[src/rtl/elevator_call_register.sv]
// Hall/car call register: sync + debounce each button, latch requests until serviced, summarise vs cur_floor.
// Latency: press to latched request <= 2 + STABLE_SAMPLES*DEBOUNCE_CYCLES + 1 cycles; summary flags +1 cycle.
// Backpressure: none; requests are held until serviced at the floor. Optional CAR_CANCEL_EN: re-press cancels a car target.
module elevator_call_register #(
    parameter int DEBOUNCE_CYCLES = 1000000,
    parameter int STABLE_SAMPLES  = 3
) (
    input  logic       clk,
    input  logic       reset_n,
    input  logic [3:0] up_btn,
    input  logic [3:0] down_btn,
    input  logic [4:0] car_btn,
    input  logic [4:0] cur_floor,
    input  logic       door_open,
    input  logic       dir_up,
    input  logic       dir_down,
    output logic [3:0] up_req,
    output logic [3:0] down_req,
    output logic [4:0] car_req,
    output logic       any_req,
    output logic       req_above,
    output logic       req_below,
    output logic       req_here
);
    localparam int NB = 13;
    localparam int CW = (DEBOUNCE_CYCLES > 1) ? $clog2(DEBOUNCE_CYCLES) : 1;

    // Button vector layout: [12:9] up, [8:5] down, [4:0] car
    logic [NB-1:0]             raw;
    logic [NB-1:0]             sync1, sync2;
    logic [CW-1:0]             cnt;
    logic                      sample_tick;
    logic [STABLE_SAMPLES-1:0] hist     [NB];
    logic [STABLE_SAMPLES-1:0] hist_nxt [NB];
    logic [NB-1:0]             lvl, lvl_nxt;
    logic [NB-1:0]             press;

    assign raw         = {up_btn, down_btn, car_btn};
    assign sample_tick = (cnt == '0);

    // Two-flop synchroniser on every raw button
    always_ff @(posedge clk) begin
        if (!reset_n) begin
            sync1 <= '0;
            sync2 <= '0;
        end else begin
            sync1 <= raw;
            sync2 <= sync1;
        end
    end

    // Debounce prescaler: 0..DEBOUNCE_CYCLES-1, tick on zero
    always_ff @(posedge clk) begin
        if (!reset_n)
            cnt <= '0;
        else if (cnt == CW'(DEBOUNCE_CYCLES - 1))
            cnt <= '0;
        else
            cnt <= cnt + CW'(1);
    end

    // Shift history on tick; level moves only when the whole history agrees
    always_comb begin
        lvl_nxt = lvl;
        for (int i = 0; i < NB; i++) begin
            hist_nxt[i] = hist[i];
            if (sample_tick) begin
                hist_nxt[i] = {hist[i][STABLE_SAMPLES-2:0], sync2[i]};
                if (&hist_nxt[i])
                    lvl_nxt[i] = 1'b1;
                else if (~|hist_nxt[i])
                    lvl_nxt[i] = 1'b0;
            end
        end
    end

    // Debounce state and registered one-cycle press pulse on a rising level
    always_ff @(posedge clk) begin
        if (!reset_n) begin
            for (int i = 0; i < NB; i++)
                hist[i] <= '0;
            lvl   <= '0;
            press <= '0;
        end else begin
            for (int i = 0; i < NB; i++)
                hist[i] <= hist_nxt[i];
            lvl   <= lvl_nxt;
            press <= lvl_nxt & ~lvl;
        end
    end

    // Service decode: only a one-hot floor with the door open clears anything
    logic       floor_ok, idle, svc;
    logic [3:0] clr_up, clr_down;
    logic [4:0] clr_car;

    assign floor_ok = (cur_floor != 5'd0) && ((cur_floor & (cur_floor - 5'd1)) == 5'd0);
    assign idle     = (dir_up == dir_down);   // both set is illegal and treated as idle
    assign svc      = floor_ok && door_open;
    assign clr_car  = svc ? cur_floor : 5'd0;
    assign clr_up   = (svc && (idle || dir_up))   ? cur_floor[4:1] : 4'd0;
    assign clr_down = (svc && (idle || dir_down)) ? cur_floor[3:0] : 4'd0;

    // Request latches; clear wins over a same-cycle press
    always_ff @(posedge clk) begin
        if (!reset_n) begin
            up_req   <= '0;
            down_req <= '0;
            car_req  <= '0;
        end else begin
            up_req   <= (up_req   | press[12:9]) & ~clr_up;
            down_req <= (down_req | press[8:5])  & ~clr_down;
`ifdef CAR_CANCEL_EN
            car_req  <= (car_req  ^ press[4:0])  & ~clr_car;
`else
            car_req  <= (car_req  | press[4:0])  & ~clr_car;
`endif
        end
    end

    // Map all vectors onto floors (bit4 = floor1 .. bit0 = floor5); higher floor = lower bit
    logic [4:0] floors, mask_above, mask_below;

    assign floors     = {up_req, 1'b0} | {1'b0, down_req} | car_req;
    assign mask_above = cur_floor - 5'd1;
    assign mask_below = ~(cur_floor | mask_above);

    // Registered summary flags, forced low for an invalid floor
    always_ff @(posedge clk) begin
        if (!reset_n) begin
            any_req   <= 1'b0;
            req_above <= 1'b0;
            req_below <= 1'b0;
            req_here  <= 1'b0;
        end else begin
            any_req   <= |floors;
            req_above <= floor_ok && |(floors & mask_above);
            req_below <= floor_ok && |(floors & mask_below);
            req_here  <= floor_ok && |(floors & cur_floor);
        end
    end
endmodule

[config.mk]
export PLATFORM = sky130hd
export DESIGN_NAME = elevator_call_register
export DESIGN_NICKNAME = d
export VERILOG_FILES = /design/src/rtl/elevator_call_register.sv
export SDC_FILE = /design/constraint.sdc
export NUM_CORES = 1
export LEC_CHECK = 0
export ABC_AREA = 1
export ABC_CLOCK_PERIOD_IN_PS = 1430
export BUFFER_PORTS_ARGS = -buffer_cell sky130_fd_sc_hd__buf_4
export CAP_MARGIN = 15
export CORE_ASPECT_RATIO = 1.5
export CORE_UTILIZATION = 45
export CTS_BUF_LIST = sky130_fd_sc_hd__clkbuf_8
export CTS_CLUSTER_DIAMETER = 60
export DETAILED_ROUTE_END_ITERATION = 10
export GPL_TIMING_DRIVEN = 0
export PLACE_DENSITY = 0.65
export SLEW_MARGIN = 5
export SYNTH_ARGS = -nofsm -noshare
export SYNTH_HDL_FRONTEND = slang
export SYNTH_SLANG_ARGS = --single-unit
[constraint.sdc]
create_clock -name clk -period 1.43 [get_ports clk]
set_input_delay 0.143 -clock clk [delete_from_list [all_inputs] [get_ports clk]]
set_output_delay 0.143 -clock clk [all_outputs]
set_load 0.05 [all_outputs]
# Word level (Yosys, flattened, before mapping)
# Memory sizes are Yosys's and may differ from the RTL's.
# Index checks and enable logic that the tools add are counted.
[classes] add_sub_neg=2 eq_ne=2 mux=70 n_bitwise=33 n_reduce_logical=43
[op_table] cell="$mux 3" count=26
[op_table] cell="$mux 1" count=41
[op_table] cell="$reduce_and 3->1" count=13
[op_table] cell="$reduce_or 3->1" count=13
[op_table] cell="$and 5x5->5" count=5
[op_table] cell="$add 20x1->20 const B" count=1
[op_table] cell="$eq 20x20->1 const B" count=1
[op_table] cell="$logic_not 20->1" count=1
[op_table] cell="$reduce_or 5->1" count=4
[op_table] cell="$or 5x5->5" count=3
[op_table] cell="$and 13x13->13" count=1
[op_table] cell="$not 13->13" count=1
[op_table] cell="$or 1x1->1" count=13
[op_table] cell="$not 5->5" count=2
[op_table] cell="$and 4x4->4" count=2
[op_table] cell="$mux 4" count=2
[op_table] cell="$not 4->4" count=2
[op_table] cell="$or 4x4->4" count=2
[op_table] cell="$logic_and 1x1->1" count=7
[op_table] cell="$logic_not 5->1" count=1
[op_table] cell="$mux 5" count=1
[op_table] cell="$or 5x4->5" count=1
[op_table] cell="$reduce_bool 5->1" count=1
[op_table] cell="$sub 5x1->5 const B" count=1
[op_table] cell="other kinds (4)" count=5
[totals] reg_bits=89 ramBits=39 in_bits=23 output_inout_bits=17 elab_cells=163 mem_count=1
[memory_table] memory="hist" depth=13 word_bits=3 rd=13 rd_clocked_by_memory_dff=0 wr=13 line="33" rtl="logic [STABLE_SAMPLES-1:0] hist [NB];"

# Logic depth before layout (Yosys ltp)
[depth] depth_word=9 mapped_depth=12 depth_no_buf=12

# Least setup slack after synthesis
# No wires, ideal clock.
[synth_timing] path_kind="register -> register" from="reg cnt[0]" to="mem hist[0][0]" setup_ns=0.113 t_arrival_ns=1.345 t_required_ns=1.317 setup_slack_ns=-0.027 path_stages_with_launch=12 path_buffers=2 period_less_slack_ns=1.457 cell_sequence="dfxtp_1 -> inv_1 -> ha_1 -> inv_1 -> nor2_1 -> nand2_1 -> nor2_2 -> nand3_1 -> buf_6 -> buf_2 -> nor2_1 -> nor2_1"
[synth_lines] element="from (decl)" line="31" rtl="logic [CW-1:0] cnt;"
[synth_lines] element="from (signal assigned)" line="59" rtl="cnt <= cnt + CW'(1);"
[synth_lines] element="to (decl)" line="33"

==> impl_metrics.py <==
metrics = {
    "status": {
        "status": "complete, but fails checks",
        "violations": "setup timing",
    },
    "timing": {
        "clock_skew_ps": 9.25,
        "finalWorstSetupSlack_ps": -184,
        "max_freq_mhz": 620,
        "fin_crit_ps": 1610,
        "final_hold_viol_count": 0,
        "slew_headroom": 0.544,
        "min_period_over_period": 1.13,
        "tightest_slew_ps": 683,
        "rsz0062_at_grt": "true",
        "slew_violations": 0,
        "setup_violations": 66,
    },
    "floorplanning": {
        "dieWidth_um": 87.6,
        "coreArea_mm2": 0.0106,
        "dieArea_mm2": 0.0114,
        "dieHeight_um": 130,
        "start_util": 0.465,
        "pin_count": 40,
        "row_count": 46,
    },
    "synth": {
        "yosysTopAreaCellShare": 0.465,
        "synth_common_cells": "nand2_1, nor2_1, dfxtp_1",
        "ys.flop_type": "dfxtp_1",
        "syn_area_per_cell_um2": 6.94,
        "synth_edf_count": 0,
        "synth.distinct_cells": 23,
        "syn-cell-area_mm2": 0.00495,
        "synth-seq-cells": 115,
        "synthCells": 713,
        "syn_nets": 747,
        "yosysMostFrequentCell": "nand2_1",
        "synthTopCellsByArea": "dfxtp_1, nand2_1, nor2_1",
        "synth-async-reset-ratio": 0,
        "seq_area_frac_synth": 0.465,
        "synth_top_area_cell": "dfxtp_1",
        "ys_warn_count": 0,
    },
    "place": {
        "routabilityCongestion": 0.956,
        "port_buffers": 38,
        "place_hpwl_um": 8250,
        "dp_cells": 895,
    },
    "hold_path": {
        "hold_depth": 4,
        "hold_path.class": "in2reg",
        "worst_hold_path.endpoint": "down_req[3]$_SDFF_PN0_",
        "min_from": "cur_floor[3]",
    },
    "drt": {
        "route.vias.total": 4635,
        "first_pass_iters": 4,
        "wirelength_um": 12100,
        "routedWlPerCell_um": 12.5,
        "drc_errors": 0,
        "drt_iter0_drc": 184,
        "viasPerCell": 4.81,
        "ant_nets": 0,
    },
    "critical_path": {
        "path_max_fanout": 10,
        "crit_type": "reg2reg",
        "ff2ff_path_depth": 11,
        "worstSetupStartpointType": "flop",
        "crit_arrival_ps": 1930,
        "rr_endpoint": "hist[0][16]$_SDFFE_PN0N_",
        "worst_ep_required_time_ps": 1750,
        "cp-end-kind": "flop",
        "rrSetupSlack_ps": -180,
        "r2r-start": "cnt[0]$_SDFF_PP0_",
    },
    "layout": {
        "diodes": 0,
        "area_growth_pct": 30.4,
        "fin_nets": 841,
        "drive_gt1_frac": 0.197,
        "fillers": 985,
        "postLayoutCoreUtil": 0.606,
        "finalNonFillerCells": 963,
    },
    "pwr": {
        "switching_share": 0.264,
        "p_per_area_mw_per_mm2": 1240,
        "clock_power_share": 0.402,
        "p_total_w": 0.00801,
        "p_int_w": 0.00590,
        "peakVddDrop_uv": 649,
        "p_sw_w": 0.00211,
        "leakage_nw": 3.09,
        "power.share.sequential": 0.441,
        "power_frac_comb": 0.157,
    },
    "clock_tree": {
        "cts_root_buf": "clkbuf_8",
        "insertion_delay_ps": 430,
        "cts_tree": "done",
        "htreeDepth": 4,
        "clk_pin_slew_worst_paths_ps": 70,
        "clkSinkCount": 115,
        "cts_made_buffers": 17,
        "clk_path_buf_depth": 2,
    },
    "grt": {
        "overflow": 0,
        "grt_usage": 0.224,
        "grt_start_max_net_pins": 17,
        "antenna_found_initial": 0,
        "grt_pass1_vias": 4389,
        "grt_pass1_wl_um": 19400,
    },
    "run": {
        "cap_violations": 0,
    },
}
[placed cells by master, fill, tap and decap left out, types with 3 or more instances in the layout]
master | netlist | final
nor2_2 | 4 | 12
a21oi_1 | 25 | 22
clkbuf_1 | 8 | 8
buf_4 | 0 | 50
clkbuf_8 | 0 | 19
nand3_1 | 33 | 27
nor3_1 | 19 | 19
nand4_1 | 17 | 17
dfxtp_1 | 115 | 111
dlygate4sd3_1 | 0 | 19
o21ai_0 | 19 | 19
a21oi_2 | 0 | 3
nand2_2 | 10 | 17
xor2_1 | 4 | 4
nand2_4 | 0 | 3
inv_2 | 0 | 5
inv_1 | 113 | 108
buf_6 | 4 | 14
nand2_1 | 159 | 149
nand3_2 | 0 | 5
ha_1 | 11 | 9
bufinv_16 | 0 | 4
a31oi_1 | 5 | 5
nor2_1 | 149 | 135
clkinv_2 | 0 | 4
nor2_4 | 0 | 6
[worst max-delay path by stage]
stage | depth (start not counted) | startpoint | endpoint | slack (ps)
floorplan | 11 | cnt[0]$_SDFF_PP0_ | hist[0][10]$_SDFFE_PN0N_ | 2
global placement | 13 | cur_floor[1] | up_req[3]$_SDFF_PN0_ | -400
detailed placement | 13 | cur_floor[1] | up_req[3]$_SDFF_PN0_ | -400
CTS | 12 | cnt[0]$_SDFF_PP0_ | hist[0][7]$_SDFFE_PN0N_ | -150
global route | 11 | cnt[0]$_SDFF_PP0_ | hist[0][7]$_SDFFE_PN0N_ | -290
finish | 11 | cnt[0]$_SDFF_PP0_ | hist[0][16]$_SDFFE_PN0N_ | -180
[area by class of cell]
cell class,instances,area (um^2),area share
buffer,21,164,0.0254
timing repair buffer,75,654,0.101
tap,144,180,0.0279
multi-input combinational,464,2290,0.354
inverter,113,430,0.0667
sequential,115,2310,0.358
clock buffer,19,262,0.0405
clock inverter,12,164,0.0254
[worst max-delay path: stages, from the launching register on]
cell and delay [ps]:
dfxtp_4 350, inv_4 60, ha_4 130, inv_2 30, nor2_2 80, nand2_2 80, nor2_4 160, nand3_4 120
buf_8 160, buf_4 170, nor2_1 100, nor2_1 60
[cells by family after synthesis]
| group | share of synthesized area |
|---|---|
| simple gates | 0.333 |
| compound gates | 0.0533 |
| xor+xnor | 0.0106 |
| buf+inv | 0.110 |
| flops | 0.465 |
| fa+ha+maj | 0.0278 |
[power groups by stage]
stage | Sequential, W | Clock [W] | Combinational [W]
after global placement | 0.00359 | 0 | 0.000979
after global routing | 0.00355 | 0.00343 | 0.00141
after CTS | 0.00353 | 0.00328 | 0.00115
after detailed placement | 0.00360 | 0 | 0.00101
after floorplan | 0.00362 | 0 | 0.000699
final | 0.00353 | 0.00322 | 0.00126
[sequential cells by signal, indices dropped and copies added (netlist names)]
signal and flops:
lvl 13, car_req 5, req_below 1, press 13, sync1 13, any_req 1
down_req 4, up_req 4, req_here 1, sync2 13, req_above 1, cnt 20
hist 26
[timing repair]
item | in CTS | in global routing
hold buffers | 19 | 0
endpoints found under the hold margin | 18 | 0
pin swaps | 5 | 13
cloned | 3 | 1
buffers inserted | 10 | 5
endpoints found under the setup margin | 69 | 80
resized for setup | 37 | 45
[metal layers]
layer  part of all wire  wire length, um  track usage
met2               0.56             6720        0.428
met3              0.036              438       0.0609
met1               0.37             4420        0.209
met5                  0                0            0
met4              0.040              482        0.132
[through the flow]
stage          hold slack (ps)  cell area, um^2  worst slack [ps]  TNS [ps]
2_1_floorplan              241             4960              1.83         0
3_3_place_gp               325             5420              -396    -15640
3_5_place_dp               330             5420              -396    -17580
4_1_cts                   45.1             6250              -148     -5150
5_1_grt                   98.6             6450              -286    -14090
6_report                  98.1             6450              -184     -7760
No activity file was read; power rests on OpenSTA's default activity.
